<file path="config.mk">
export PLATFORM = sky130hd
export DESIGN_NAME = estirador_pulso_flat
export DESIGN_NICKNAME = d
export VERILOG_FILES = /design/src/rtl/estirador_pulso_if.sv /design/src/rtl/estirador_pulso.sv /design/src/flat_wrapper.sv
export SDC_FILE = /design/constraint.sdc
export NUM_CORES = 1
export LEC_CHECK = 0
export ABC_AREA = 1
export CAP_MARGIN = 20
export CORE_ASPECT_RATIO = 1.5
export CORE_MARGIN = 4
export CORE_UTILIZATION = 46
export DETAILED_ROUTE_END_ITERATION = 6
export GPL_ROUTABILITY_DRIVEN = 0
export PLACE_DENSITY = 0.73
export REMOVE_ABC_BUFFERS = 1
export SLEW_MARGIN = 10
export SYNTH_ARGS = -nofsm -noshare
export SYNTH_HDL_FRONTEND = slang
export SYNTH_SLANG_ARGS = --single-unit
export TNS_END_PERCENT = 20
</file>
<file path="constraint.sdc">
create_clock -name CLK -period 2.2 [get_ports CLK]
set_clock_uncertainty 0.15 [all_clocks]
set_input_delay 0.44 -clock CLK [delete_from_list [all_inputs] [get_ports CLK]]
set_output_delay 0.44 -clock CLK [all_outputs]
set_load 0.1 [all_outputs]
</file>
<file path="src/rtl/estirador_pulso_if.sv">
// Signal bundle for the pulse stretcher: trigger and timing inputs from the
// producer side, stretched pulse and status strobes back to it.
interface estirador_pulso_if #(
    parameter int ANCHO_W = 8
);
    logic               Disparo;
    logic [ANCHO_W-1:0] Duracion;
    logic [ANCHO_W-1:0] Separacion;
    logic               Salida;
    logic               Ocupado;
    logic               Fin;
    logic               Perdido;

    // Producer drives trigger and timing, observes the stretched pulse.
    modport master (
        output Disparo, Duracion, Separacion,
        input  Salida, Ocupado, Fin, Perdido
    );

    // The stretcher itself.
    modport slave (
        input  Disparo, Duracion, Separacion,
        output Salida, Ocupado, Fin, Perdido
    );
endinterface

</file>
<file path="src/rtl/estirador_pulso.sv">
// Pulse stretcher: turns single-cycle triggers into level pulses of
// Duracion cycles, each followed by a low gap of max(Separacion,1) cycles.
// Triggers arriving while a pulse or gap is running are queued in a
// saturating counter; triggers beyond MAX_PEND are dropped and flagged.
// MAX_PEND must be at least 1.
module estirador_pulso #(
    parameter int ANCHO_W  = 8,
    parameter int MAX_PEND = 3
) (
    input  logic             CLK,
    input  logic             RST_N,
    estirador_pulso_if.slave bus
);

    localparam int PEND_W = $clog2(MAX_PEND + 1);
    localparam logic [PEND_W-1:0]  PEND_MAX = PEND_W'(MAX_PEND);
    localparam logic [PEND_W-1:0]  PEND_UNO = PEND_W'(1);
    localparam logic [ANCHO_W-1:0] CNT_UNO  = ANCHO_W'(1);

    typedef enum logic [1:0] {
        REPOSO = 2'd0,  // idle
        ALTO   = 2'd1,  // pulse high
        BAJO   = 2'd2   // mandatory low gap
    } estado_e;

    estado_e            estado_q, estado_d;
    logic [ANCHO_W-1:0] cnt_q, cnt_d;
    logic [PEND_W-1:0]  pend_q, pend_d;
    logic               salida_q, salida_d;
    logic               ocupado_q, ocupado_d;
    logic               fin_q, fin_d;
    logic               perdido_q, perdido_d;

    // Start opportunity flag and the gap reload value (zero gap acts as one).
    logic               oportunidad;
    logic [ANCHO_W-1:0] sep_carga;

    // Next state of the whole engine: queueing, pulse/gap timing, starts.
    always_comb begin
        // NOTE: every signal written here gets a default first, so no branch can leave one unassigned and infer a latch.
        estado_d    = estado_q;
        cnt_d       = cnt_q;
        pend_d      = pend_q;
        salida_d    = 1'b0;
        fin_d       = 1'b0;
        perdido_d   = 1'b0;
        oportunidad = 1'b0;
        sep_carga   = (bus.Separacion == '0) ? '0 : bus.Separacion - CNT_UNO;

        unique case (estado_q)
            REPOSO: begin
                oportunidad = 1'b1;
            end

            ALTO: begin
                // Triggers during the pulse are queued or, if full, dropped.
                if (bus.Disparo) begin
                    if (pend_q == PEND_MAX) begin
                        perdido_d = 1'b1;
                    end else begin
                        pend_d = pend_q + PEND_UNO;
                    end
                end
                if (cnt_q == '0) begin
                    // Last high cycle: Separacion is sampled here.
                    estado_d = BAJO;
                    cnt_d    = sep_carga;
                    fin_d    = 1'b1;
                end else begin
                    cnt_d    = cnt_q - CNT_UNO;
                    salida_d = 1'b1;
                end
            end

            BAJO: begin
                if (cnt_q == '0) begin
                    // Gap over: this cycle may launch the next pulse.
                    oportunidad = 1'b1;
                end else begin
                    cnt_d = cnt_q - CNT_UNO;
                    if (bus.Disparo) begin
                        if (pend_q == PEND_MAX) begin
                            perdido_d = 1'b1;
                        end else begin
                            pend_d = pend_q + PEND_UNO;
                        end
                    end
                end
            end

            default: begin
                estado_d = REPOSO;
                cnt_d    = '0;
                pend_d   = '0;
            end
        endcase

        // A start opportunity consumes the oldest trigger: a queued one if any,
        // otherwise the live Disparo. A live Disparo alongside a consumed queued
        // trigger takes the freed slot, so it is never reported as lost.
        if (oportunidad) begin
            if (!bus.Disparo && pend_q == '0) begin
                estado_d = REPOSO;
            end else if (bus.Duracion == '0) begin
                // Zero duration flushes everything and produces no pulse.
                estado_d = REPOSO;
                cnt_d    = '0;
                pend_d   = '0;
            end else begin
                estado_d = ALTO;
                cnt_d    = bus.Duracion - CNT_UNO;
                salida_d = 1'b1;
                if (pend_q != '0 && !bus.Disparo) begin
                    pend_d = pend_q - PEND_UNO;
                end
            end
        end

        // Busy reflects the state we are about to enter, so it drops on the
        // same edge that lands in REPOSO with an empty queue.
        ocupado_d = (estado_d != REPOSO) || (pend_d != '0);
    end

    // State, counters and registered outputs; all clear asynchronously.
    always_ff @(posedge CLK or negedge RST_N) begin
        if (!RST_N) begin
            estado_q  <= REPOSO;
            cnt_q     <= '0;
            pend_q    <= '0;
            salida_q  <= 1'b0;
            ocupado_q <= 1'b0;
            fin_q     <= 1'b0;
            perdido_q <= 1'b0;
        end else begin
            // NOTE: non-blocking assignments so every flop samples pre-edge values regardless of statement order.
            estado_q  <= estado_d;
            cnt_q     <= cnt_d;
            pend_q    <= pend_d;
            salida_q  <= salida_d;
            ocupado_q <= ocupado_d;
            fin_q     <= fin_d;
            perdido_q <= perdido_d;
        end
    end

    assign bus.Salida  = salida_q;
    assign bus.Ocupado = ocupado_q;
    assign bus.Fin     = fin_q;
    assign bus.Perdido = perdido_q;

endmodule

</file>
<file path="src/flat_wrapper.sv">
// flat-port wrapper written by rule: the top's interface ports become plain ports
module estirador_pulso_flat 
#(
    parameter int ANCHO_W  = 8,
    parameter int MAX_PEND = 3
)
  (CLK, RST_N, bus_Disparo, bus_Duracion, bus_Separacion, bus_Salida, bus_Ocupado, bus_Fin, bus_Perdido);
  estirador_pulso_if #(.ANCHO_W(ANCHO_W)) bus_i ();
  input  logic CLK;
  input  logic RST_N;
  input wire logic [$bits(bus_i.Disparo)-1:0] bus_Disparo;
  input wire logic [$bits(bus_i.Duracion)-1:0] bus_Duracion;
  input wire logic [$bits(bus_i.Separacion)-1:0] bus_Separacion;
  output wire logic [$bits(bus_i.Salida)-1:0] bus_Salida;
  output wire logic [$bits(bus_i.Ocupado)-1:0] bus_Ocupado;
  output wire logic [$bits(bus_i.Fin)-1:0] bus_Fin;
  output wire logic [$bits(bus_i.Perdido)-1:0] bus_Perdido;
  assign bus_i.Disparo = bus_Disparo;
  assign bus_i.Duracion = bus_Duracion;
  assign bus_i.Separacion = bus_Separacion;
  assign bus_Salida = bus_i.Salida;
  assign bus_Ocupado = bus_i.Ocupado;
  assign bus_Fin = bus_i.Fin;
  assign bus_Perdido = bus_i.Perdido;
  estirador_pulso #(.ANCHO_W(ANCHO_W), .MAX_PEND(MAX_PEND)) u_core (.CLK(CLK), .RST_N(RST_N), .bus(bus_i));
endmodule
</file>
Yosys cells after proc, flatten, opt, wreduce, memory -nomap -nowiden. Cells that the tools add are included.

Equal/unequal tests: 3. Reduce and logical (&&, ||, !) cells: 13. Mux-type cells: 32. Add/sub/neg operators: 5.

Operator list (count): two-way mux 8 bit (6); logical NOT 8 bit (3); case mux 8 bit (3 select lines) (1); subtractor 8 x 1 -> 8 bit, second input constant (3); two-way mux 2 bit (10); two-way mux 1 bit (11); case mux 2 bit (3 select lines) (1); nonzero test 2 bit (3); equality test 2 bit, second input constant (2); logical NOT 2 bit (2); case mux 1 bit (2 select lines) (2); case mux 2 bit (2 select lines) (1); adder 2 x 1 -> 2 bit, second input constant (1); equality test 2 x 1 -> 1 bit, second input constant (1); logical AND 1 bit (2); OR reduction 2 bit (1); subtractor 2 x 1 -> 2 bit, second input constant (1); logical NOT 1 bit (1); logical OR 1 bit (1).

Bits of input ports: 19. Bits in registers: 16. Output and inout bits: 4. Word-level logic and storage cells: 60.

Depth between registers and ports, before layout.
Word-level depth: 11. Gate-level depth with buffers: 13. Mapped depth without buffers: 12.

Worst setup path after synthesis. Ideal clock, no wire load.

Path kind: reg-to-reg. Start point: reg u_core.cnt_q[0]. End point: reg u_core.cnt_q[7]. Required time: 1.985 ns. Cell stages (with the launch flop): 14. Path buffers: 1. Clock period less this slack: 1.771 ns. Arrival: 1.556 ns. Slack: 0.429 ns. Library setup time: 0.065 ns. Cell sequence: dfrtp_1 -> inv_1 -> ha_1 -> nand2_1 -> nor2_4 -> nand2_4 -> nand2_4 -> nand2_4 -> nor2_8 -> nand2_2 -> buf_6 -> nor2_2 -> nand2_1 -> nand2_1.

Word-level cells in the longest chain between the ends: 5. Elaborated cells on any way between the ends: 9. Classes of those cells: add/sub (1); mux (7); reduce/logical (1).

Ends and longest elaborated chain: start, declared (line estirador_pulso.sv:27) `logic [ANCHO_W-1:0] cnt_q, cnt_d;`; start signal, assigned (line estirador_pulso.sv:137) `cnt_q <= cnt_d;`; subtractor 8 x 1 -> 8 bit or logical NOT 8 bit (tied branches); two-way mux 8 bit (on tied branches) (line estirador_pulso.sv:76, estirador_pulso.sv:64); case mux 8 bit (3 select lines) (line estirador_pulso.sv:50) `unique case (estado_q)`; two-way mux 8 bit (line estirador_pulso.sv:102) `if (!bus.Disparo && pend_q == '0) begin`; two-way mux 8 bit * (line estirador_pulso.sv:101) `if (oportunidad) begin`; named net u_core.cnt_d[7] (line estirador_pulso.sv:27).

The timed path passes the listed nets; every way through them passes the cells marked *.

Worst setup path in the final report. Same ends and word-level chain as after synthesis.

==> flow_summary.toml <==
[global_route]
grt_max_degree = 17
grt_antenna_before_repair = 0
grt_use_total = 0.1758
grt_pass1_wl_mm = 5.651
grt-ovfl-total = 0
first_global_vias = 1390

[power]
power_frac_comb = 0.661
p_leak_nw = 0.9785
power.internal_mw = 1.137
p_per_area_nw_per_um2 = 1228
seqPwrFrac = 0.226
swShare = 0.5090
p_total_mw = 2.315
switchingPower_mw = 1.178
p_clk_frac = 0.113
ir_drop_v = 0.0006234

[logic_synthesis]
yosysWarnings = 0
synth.most_common_cell = "nand2_1"
ys_ff_latch = 16
yosysTopAreaCell = "dfrtp_1"
synthFlopType = "dfrtp_1"
syn_inst = 224
synth-async-reset-ratio = 1.000
synthTopCellsByCount = "nand2_1 (58), inv_1 (30), nor2_1 (25), nand3_1 (20), o21ai_0 (18)"
synth-edff-count = 0
yosysUniqueCellTypes = 25
syn-mean-instance-area_um2 = 6.619
synth.area.top_cells = "dfrtp_1 (27%), nand2_1 (15%), ha_1 (9.3%)"
netlist.area_leader.share = 0.2700
yosysSeqAreaShare = 0.2700
syn_area_um2 = 1483

[timing]
finalSetupViolCount = 0
period_share = 0.9053
slew_viol_final = 0
hold_viol = 0
rsz0062_at_grt = "no"
fin_crit_ns = 1.992
worst_pin_slew_ns = 0.3314
fmax_mhz = 502.1
setup_slack_ns = 0.2083
slew-limit-headroom = 0.7783

[clock_network]
cts_max_level = 1
insertion_delay_ns = 0.25
cts-root-buf = "clkbuf_8"
cts-buffers-inserted = 3
path_clk_slew_ns = 0.07
clockBufferDepth = 2
cts_hold_buf = 0
postCtsSetupRepairBufs = 0
cts_tree = "built"
cts.sinks = 16
ctsResizeCount = 0

[finish]
fillerInstances = 307
stdcell_area_um2 = 1884
antennaDiodeCount = 0
finalCoreUtilization = 0.6024
nets = 292
synthToLayoutAreaGrowth_pct = 27.09
drive_above_1_share = 0.1418

[place]
placed_cell_area_um2 = 1822
port_buffers = 22
pre_cts_ws_ns = -0.1241
dp_hpwl_mm = 2.774

[hold_path]
min_path_type = "in2async"

[route]
firstDrtPassIters = 4
route.detailed.drc = 0
viasPerCell = 4.884
detail-route-antenna-nets = 0
routed_wl_mm = 3.265
drtIter0Drc = 21
wire_per_inst_um = 10.85
dr_total_vias = 1470

[critical_path]
path_cells = "inv_1 -> ha_2 -> nand2_1 -> nor2_4 -> nand2_4 -> nand2_4 -> nand2_4 -> nor2_8 -> nand2_2 -> buf_4 -> nor2_2 -> nand2_1 -> nand2_1"
cp_slowest_cell = "dfrtp_1"
worstPathArrival_ns = 2.04
start_kind = "register"
crit_start = "u_core.cnt_q[0]"
critPathRequiredTime_ns = 2.25
path_max_fanout = 8
cp-end-kind = "register"
cpPeakStageDelay_ns = 0.35
r2r_start = "u_core.cnt_q[0]"
crit_type = "reg2reg"

[die]
die-width_um = 54.36
dieArea_um2 = 4214
core.rowCount = 25
start_util = 0.4740
ios = 23
coreArea_um2 = 3128
die_h_um = 77.54

[outcome]
status = "finished, final reports clean"

[job]
drv_cap = 0
flip-flops by register name, indices dropped and copies added (netlist names):
register,flops
u_core.bus.Perdido,1
u_core.bus.Salida,1
u_core.bus.Ocupado,1
u_core.estado_q,2
u_core.pend_q,2
u_core.cnt_q,8
u_core.bus.Fin,1
per-layer routing:
metal,part of all wire,global-route usage,vias up
li1,-,-,785
met3,0.031,0.02687,9
met2,0.54,0.3177,26
met4,0.031,0.08728,0
met5,0,0,-
met1,0.40,0.1836,650
area by class of cell:
type                    count  area [um^2]  share of cell area
multi-input cells         172        947.2              0.5027
flip-flops and latches     16        400.4              0.2125
repair buffers             34        300.3              0.1594
inverters                  35        131.4             0.06972
clock buffers               4        55.05             0.02922
well taps                  40        50.05             0.02656
cells in the final DEF, fill, tap and decap left out:
master           instances
nor3_1                   2
clkbuf_8                 4
or2_2                    1
o22ai_1                  1
xnor2_1                  2
dfrtp_1                 16
nor2_4                   1
inv_1                   30
nor2_2                   3
ha_1                    10
o21ai_0                 18
nand2_2                  1
nor2_1                  25
buf_4                   16
nor2_8                   1
nand3_1                 20
clkdlybuf4s50_1         18
a21boi_0                 1
a21oi_1                  2
o221ai_1                 1
inv_2                    5
nand4_1                  4
nor3_2                   1
o2111ai_1                1
nand2_4                  3
ha_2                     1
xor2_1                   8
o21ai_1                  7
nand2_1                 58
worst max-delay path: cells and delay by family, from the launching register on:
kind	cells	cell delay (ns)
buffers and inverters	2	0.29
DFF	1	0.35
and+or+nand+nor	10	0.90
adders and majority gates	1	0.24
path summary, 6_finish.rpt:
check | cells past startpoint | to | slack, ns
min in group CLK | 4 | u_core.cnt_q[7] | 0.50
max in group asynchronous | 2 | u_core.cnt_q[6] | 1.36
max | 13 | u_core.cnt_q[7] | 0.21
max reg2reg | 13 | u_core.cnt_q[7] | 0.21
min | 2 | u_core.cnt_q[7] | 0.35
min reg2reg | 4 | u_core.cnt_q[7] | 0.50
power by group through the flow:
stage	sequential (mW)	clock [mW]	combinational, mW
2_1_floorplan	0.643	0	1.03
3_3_place_gp	0.528	0	1.51
3_5_place_dp	0.529	0	1.52
4_1_cts	0.524	0.260	1.54
5_1_grt	0.543	0.281	1.76
6_report	0.524	0.262	1.53
kinds of logic (layout without fill, tap and decap cells):
family,count (synthesis),in the layout,share of synthesized area
buffers and inverters,36,73,0.09620
XOR/XNOR,10,10,0.05908
AND/OR/NAND/NOR,120,120,0.3696
AO/OA/AOI/OAI,31,31,0.1122
flip-flops,16,16,0.2700
adder cells (fa/ha/maj),11,11,0.09283
metrics by stage:
| step | setup TNS (ns) | cells | hold slack [ns] |
|---|---|---|---|
| final | 0 | 301 | 0.3478 |
| after global routing | 0 | 301 | 0.3708 |
| after CTS | 0 | 301 | 0.3569 |
| after detailed placement | -0.7650 | 297 | 0.4956 |
| after global placement | -0.08297 | 297 | 0.4798 |
| after floorplan | 0 | 223 | -0.005591 |
Power figures use the tool's default switching activity.
